File: src/rtl/br_lite_local_ni.sv
// BrLite local network interface: PE valid/ready <-> router 4-phase req/ack.
// TX builds and injects broadcast flits; RX buffers delivered flits in a FIFO.
package BrLitePkg;
  localparam int BR_PAYLOAD_W = 32;
  localparam int BR_ID_W = 4;

  typedef enum logic [1:0] {
    BR_SVC_TGT   = 2'd0,
    BR_SVC_ALL   = 2'd1,
    BR_SVC_CLEAR = 2'd2,
    BR_SVC_RSVD  = 2'd3
  } br_svc_t;

  typedef struct packed {
    logic [BR_PAYLOAD_W-1:0] payload;
    logic [BR_ID_W-1:0]      id;
    br_svc_t                 service;
    logic [15:0]             target;
    logic [15:0]             source;
  } br_data_t;
endpackage

module br_lite_local_ni
  import BrLitePkg::*;
#(
  parameter logic [15:0] ADDRESS = 16'h0000,
  parameter int RX_DEPTH = 4
) (
  input  logic                    clk_i,
  input  logic                    rst_ni,
  input  logic                    tx_valid_i,
  output logic                    tx_ready_o,
  input  logic [15:0]             tx_target_i,
  input  br_svc_t                 tx_service_i,
  input  logic [BR_PAYLOAD_W-1:0] tx_payload_i,
  output logic                    tx_err_o,
  input  logic                    busy_i,
  output br_data_t                flit_o,
  output logic                    req_o,
  input  logic                    ack_i,
  input  br_data_t                flit_i,
  input  logic                    req_i,
  output logic                    ack_o,
  output logic                    rx_valid_o,
  input  logic                    rx_ready_i,
  output br_data_t                rx_data_o,
  output logic [$clog2(RX_DEPTH):0] rx_count_o
);

  localparam int PTR_W = $clog2(RX_DEPTH);
  localparam int CNT_W = PTR_W + 1;

  typedef enum logic [1:0] {
    TX_IDLE,
    TX_REQ,
    TX_RELEASE
  } tx_state_e;

  typedef enum logic {
    RX_IDLE,
    RX_ACK
  } rx_state_e;

  tx_state_e          tx_q, tx_d;
  br_data_t           flit_q, flit_d;
  logic [BR_ID_W-1:0] id_q, id_d;
  logic               err_q, err_d;
  logic               run_q;

  rx_state_e          rx_q, rx_d;
  br_data_t           mem [RX_DEPTH];
  logic [PTR_W-1:0]   wr_ptr, rd_ptr;
  logic [CNT_W-1:0]   count;
  logic               push, pop, full;

  always_comb begin
    tx_d       = tx_q;
    flit_d     = flit_q;
    id_d       = id_q;
    err_d      = 1'b0;
    tx_ready_o = 1'b0;
    req_o      = 1'b0;
    unique case (tx_q)
      TX_IDLE: begin
        tx_ready_o = run_q && !busy_i;
        if (tx_valid_i && tx_ready_o) begin
          flit_d = '{
            payload: tx_payload_i,
            id:      id_q,
            service: tx_service_i,
            target:  tx_target_i,
            source:  ADDRESS
          };
          if (tx_service_i == BR_SVC_CLEAR) begin
            err_d = 1'b1;
          end else begin
            tx_d = TX_REQ;
          end
        end
      end
      TX_REQ: begin
        req_o = 1'b1;
        if (ack_i) tx_d = TX_RELEASE;
      end
      TX_RELEASE: begin
        // waiting for ack low covers both pulsed and held acks
        if (!ack_i) begin
          id_d = id_q + 1'b1;
          tx_d = TX_IDLE;
        end
      end
      default: tx_d = TX_IDLE;
    endcase
  end

  always_ff @(posedge clk_i or negedge rst_ni) begin
    if (!rst_ni) begin
      tx_q   <= TX_IDLE;
      flit_q <= '0;
      id_q   <= '0;
      err_q  <= 1'b0;
      run_q  <= 1'b0;
    end else begin
      tx_q   <= tx_d;
      flit_q <= flit_d;
      id_q   <= id_d;
      err_q  <= err_d;
      run_q  <= 1'b1;
    end
  end

  assign flit_o   = flit_q;
  assign tx_err_o = err_q;

  // full is taken before any same-cycle pop
  assign full       = count == CNT_W'(RX_DEPTH);
  assign rx_valid_o = count != '0;
  assign pop        = rx_valid_o && rx_ready_i;

  always_comb begin
    rx_d = rx_q;
    push = 1'b0;
    unique case (rx_q)
      RX_IDLE: begin
        if (req_i && !full) begin
          push = 1'b1;
          rx_d = RX_ACK;
        end
      end
      RX_ACK: begin
        if (!req_i) rx_d = RX_IDLE;
      end
      default: rx_d = RX_IDLE;
    endcase
  end

  always_ff @(posedge clk_i or negedge rst_ni) begin
    if (!rst_ni) begin
      rx_q   <= RX_IDLE;
      wr_ptr <= '0;
      rd_ptr <= '0;
      count  <= '0;
    end else begin
      rx_q <= rx_d;
      if (push) wr_ptr <= wr_ptr + 1'b1;
      if (pop) rd_ptr <= rd_ptr + 1'b1;
      count <= count + CNT_W'(push) - CNT_W'(pop);
    end
  end

  always_ff @(posedge clk_i) begin
    if (push) mem[wr_ptr] <= flit_i;
  end

  assign ack_o      = rx_q == RX_ACK;
  assign rx_count_o = count;
  assign rx_data_o  = rx_valid_o ? mem[rd_ptr] : '0;

endmodule

File: config.mk
export PLATFORM = sky130hd
export DESIGN_NAME = br_lite_local_ni
export DESIGN_NICKNAME = d
export VERILOG_FILES = /design/src/rtl/br_lite_local_ni.sv
export SDC_FILE = /design/constraint.sdc
export NUM_CORES = 1
export LEC_CHECK = 0
export ABC_AREA = 1
export ABC_CLOCK_PERIOD_IN_PS = 4600
export BUFFER_PORTS_ARGS = -buffer_cell sky130_fd_sc_hd__buf_2
export CAP_MARGIN = 40
export CORE_MARGIN = 2
export CORE_UTILIZATION = 45
export DETAILED_ROUTE_END_ITERATION = 10
export HOLD_SLACK_MARGIN = 0.15
export MAX_ROUTING_LAYER = met4
export PLACE_DENSITY = 0.69
export SYNTH_ARGS = -nofsm -noshare
export SYNTH_HDL_FRONTEND = slang
export SYNTH_SLANG_ARGS = --single-unit
File: constraint.sdc
create_clock -name clk_i -period 4.6 [get_ports clk_i]
set_clock_uncertainty 0.2 [all_clocks]
set_input_delay 0.23 -clock clk_i [delete_from_list [all_inputs] [get_ports clk_i]]
set_output_delay 0.23 -clock clk_i [all_outputs]
set_load 0.01 [all_outputs]
---- Yosys cells after proc, flatten, opt, wreduce, memory -nomap -nowiden ----
Memory sizes are Yosys's and may differ from the RTL's.
Cells that the tools add are included.
word-level totals
  register bits ........................... 70
  bits of input ports ..................... 127
  word-level logic and storage cells ...... 56
  memories ................................ 1
  memory bits (writable) .................. 280
  output and inout bits ................... 148
memory list
  memory  words  width  rd ports  clocked after memory_dff  write ports  RTL line  text
  mem     4      70     1         0                         1            71        br_data_t mem [RX_DEPTH];
cells by class
  equal/unequal tests ..................... 8
  add/sub/neg operators ................... 5
  bitwise gates (word level) .............. 2
  multiplexer cells ....................... 17
  reductions and logical operators ........ 11
operators with widths
  operator             count
  $mux 70              1
  $mux 1               10
  $mux 2               4
  $ne 2x2->1 const B   4
  $pmux 2 s3           1
  $add 2x1->2 const B  2
  $add 4x1->4 const B  1
  $eq 2x2->1 const B   2
  $logic_and 1x1->1    4
  $reduce_and 2->1     2
  $reduce_and 4->1     1
  $add 3x1->3          1
  $eq 3x3->1 const B   1
  $reduce_bool 3->1    1
  $sub 3x1->3          1
  $eq 2x1->1 const B   1
  $logic_not 1->1      2
  $logic_not 2->1      1
  $not 1->1            2
  $pmux 1 s2           1

---- Logic depth before layout (Yosys ltp) ----
  word-level depth ........................ 7
  mapped depth ............................ 9
  gate-level depth less buffers ........... 9

---- Worst setup path after synthesis ----
Ideal clock, no wire load.
  path type ............................... register to register
  start point ............................. register count[1] (netlist: rx_count_o[1])
  end point ............................... memory mem[0][0] (netlist name), enable pin
  required time ........................... 3.901 ns
  period minus slack after synthesis ...... 4.478 ns
  stages on the path, launching flop included .. 5
  setup slack ............................. 0.122 ns
  data arrival time ....................... 3.780 ns
  buffers on the path ..................... 0
  library setup time ...................... 0.499 ns
  cell sequence ........................... dfrtp_1 inv_1 nand3_1 nand3_1 nor2_1
between the ends
  cells in the longest elaborated chain, start to end .. 7
ends and longest elaborated chain
  element                       RTL line  text
  start: declaration            73        logic [CNT_W-1:0] count;
  start signal: assignment      167       count <= count + CNT_W'(push) - CNT_W'(pop);
  $eq 3x3->1                    136       assign full = count == CNT_W'(RX_DEPTH);
  $logic_not 1->1               145       if (req_i && !full) begin
  $logic_and 1x1->1             145
  $mux 1                        145
  $mux 1                        143       unique case (rx_q)
  $mux 1                        172       if (push) mem[wr_ptr] <= flit_i;
  $mux 1 (not written as such)  172
  end: declaration              71
Every way passes these cells.

==> impl_metrics.csv <==
group,metric,value,unit
floorplan,dieArea,34700,sq um
critical_path,end_kind,"primary output",
floorplan,core,32600,sq um
critical_path,reg2reg_to,"mem[3][13]",
critical_path,worstPathArrival,3090,ps
placement,dpl_cell_area,16600,sq um
floorplan,start_util,0.458,
yosys,avgSynthCellArea,10.3,sq um
floorplan,num_rows,66,
status,status,"finished, final reports clean",
critical_path,worstPathRequired,4170,ps
hold_path,hp-start,"busy_i",
final_layout,drive_gt1_frac,0.182,
cts,numCtsBuffers,38,
global_routing,overflow,0,
yosys,synth_cell_types,24,
cts,cts-root-buf,"clkbuf_16",
yosys,post_synth_main_area_contributors,"edfxtp_1 (56%), nand2_1 (12%), dfrtp_1 (12%), inv_1 (7.6%), nand3_1 (4.9%)",
timing,tightest_slew,862,ps
yosys,ys_warn_count,0,
detailed_routing,num_vias,10900,
detailed_routing,drtPass1Iterations,6,
timing,hold_violations,0,
yosys,synthFlopType,"edfxtp_1",
yosys,yosysSeqAreaShare,0.680,
power_and_ir_drop,peakVddDrop,0.300,mV
timing,fin_setup_tns,0,ps
global_routing,grt_start_max_net_pins,75,
critical_path,reg2reg_from,"rx_count_o[1]",
cts,cts_hold_buf,146,
timing,min_period,3520,ps
detailed_routing,antenna_left,0,
timing,fin_crit_sh,0.766,
floorplan,die_x,186,microns
detailed_routing,drc_errors,0,
final_layout,final_area,19300,sq um
detailed_routing,viasPerCell,4.69,
cts,cts_tree,"yes",
timing,slew_viol_final,0,
yosys,ys_async_sr_fraction,0.200,
hold_path,holdPathEnd,"tx_err_o",
cts,clk_pin_slew,60,ps
global_routing,grt_pass1_vias,11200,
global_routing,grt_pass1_wl,55.7,mm
timing,setup_viol,0,
floorplan,ios,275,
global_routing,antenna_found_initial,5,
yosys,syn_inst,1456,
power_and_ir_drop,p_per_area,566,nW/um^2
timing,slew_headroom,0.425,
detailed_routing,first_iter_violations,677,
cts,post_cts_buffers,0,
critical_path,setup.worst_path.class,"flop to primary output",
yosys,synth_area,14900,sq um
detailed_routing,wl,35.4,mm
cts,htreeDepth,2,
cts,cts.path.max_buffers,3,
placement,gp_congestion,0.723,
cts,insertion_delay,510,ps
power_and_ir_drop,leakagePower,9.09,nW
critical_path,cp_cell_sequence,"inv_4, buf_16, buf_4, nand2_1, nand3_1, a21oi_1, buf_2",
critical_path,crit_path_top_delay_cell,"dfrtp_4",
final_layout,area_growth,29.1,%
final_layout,fillCellCount,2578,
critical_path,slowest_delay,940,ps
detailed_routing,wl_per_cell,15.2,microns
placement,io_buffers,258,
final_layout,fin_nets,1991,
global_routing,grt_usage,0.212,
power_and_ir_drop,totalPowerFinal,0.0109,W
critical_path,start_kind,"flop",
job,cap_viol_max_count,0,
cts,cts_num_sinks,350,
critical_path,r2r_setup_slack,1900,ps
final_layout,regArea,10200,sq um
final_layout,multi_input_area,3190,sq um
yosys,synth_top_area_share,0.563,
placement,dp_hpwl,19.8,mm
cts,postCtsResizedCells,0,
yosys,ys_ff_latch,350,
hold_path,worst_hold_path_type,"primary input to flop",
yosys,synth_edf_count,280,
critical_path,cp_max_fo,74,
hold_path,min_path_cells,4,
critical_path,reg2reg_depth,5,
timing,rsz0062_at_grt,"no",
timing,max_freq,284,MHz
floorplan,die_y,186,microns
yosys,synth_area_leader_cell,"edfxtp_1",
==> power by group <==
part	switching [W]	internal, W	total (W)
Sequential	0.000295	0.00400	0.00430
Clock	0.00117	0.00169	0.00286
Combinational	0.00241	0.00135	0.00375
Total	0.00387	0.00704	0.0109
==> through the flow <==
| stage | hold slack, ps | util | setup WS, ps | std cells |
|---|---|---|---|---|
| after global routing | 259 | 0.591 | 825 | 2331 |
| after floorplan | -266 | - | 122 | 1471 |
| after global placement | 222 | 0.505 | 1540 | 2105 |
| final | 242 | 0.591 | 1080 | 2331 |
| after CTS | 215 | 0.591 | 1020 | 2326 |
| after detailed placement | -44.6 | 0.510 | 1610 | 2112 |
==> area by class of cell <==
| class | count | area share |
|---|---|---|
| Timing Repair Buffer | 425 | 0.158 |
| Multi-Input combinational cell | 735 | 0.166 |
| Clock buffer | 53 | 0.0560 |
| Antenna cell | 5 | 0.000649 |
| Inverter | 306 | 0.0597 |
| Sequential cell | 350 | 0.527 |
| Clock inverter | 15 | 0.00493 |
| Tap cell | 442 | 0.0287 |
==> cells by family (layout without fill, tap and decap cells) <==
logic type | count (synthesis) | after routing | share of synthesized area
simple gates | 631 | 631 | 0.173
compound gates | 76 | 76 | 0.0255
other cells | 2 | 22 | 0.000503
xor+xnor | 3 | 3 | 0.00176
flops | 350 | 350 | 0.680
fa+ha+maj | 8 | 8 | 0.00720
buf+inv | 386 | 799 | 0.112
==> flip-flops by register name (all words and copies together), names as in the netlist <==
register and count:
ack_o 1, rx_count_o 3, run_q 1, wr_ptr 2, mem 280, id_q 4, rd_ptr 2, tx_err_o 1
flit_o 54, tx_q 2
==> worst max-delay path by stage <==
stage | start | to | slack [ps] | cells past startpoint
after floorplan | rx_count_o[1] | mem[0][0] | 120 | 4
after global placement | rd_ptr[0] | rx_data_o[15] | 1540 | 6
after detailed placement | rd_ptr[0] | rx_data_o[15] | 1610 | 7
after CTS | rd_ptr[0] | rx_data_o[15] | 1020 | 7
after global routing | rd_ptr[0] | rx_data_o[15] | 820 | 7
final | rd_ptr[0] | rx_data_o[15] | 1080 | 7
==> cells in the mapped netlist, types with 7 or more instances <==
cell type    n
a21oi_1     71
inv_1      302
edfxtp_1   280
nand3_1    146
nor2_1       9
dfrtp_1     70
nand2_1    467
buf_2       29
buf_6       15
ha_1         7
clkbuf_1    11
buf_4       20
==> placed cells by master, fill, tap and decap left out, types with 6 or more instances in the layout <==
master	count
a21oi_1	71
buf_2	258
buf_4	13
clkbuf_1	10
clkbuf_16	40
clkinv_1	7
clkinv_2	6
conb_1	17
dfrtp_1	68
dlygate4sd3_1	146
edfxtp_1	280
ha_1	7
inv_1	302
nand2_1	467
nand3_1	146
nor2_4	6
==> worst max-delay path, delay by kind of cell (launching register included) <==
| kind | cells | cell delay [ps] |
|---|---|---|
| AOI/OAI and AO/OA | 1 | 230 |
| buffers and inverters | 4 | 1200 |
| and+or+nand+nor | 2 | 170 |
| DFF | 1 | 940 |
==> metal layers <==
| layer | global-route usage | vias up | share of wire |
|---|---|---|---|
| met5 | - | - | 0 |
| met4 | 0.0608 | 0 | 0.021 |
| met3 | 0.0391 | 65 | 0.063 |
| met2 | 0.377 | 371 | 0.50 |
| met1 | 0.246 | 5153 | 0.41 |
| li1 | - | 5343 | - |
(Power assumes the default switching activity.)
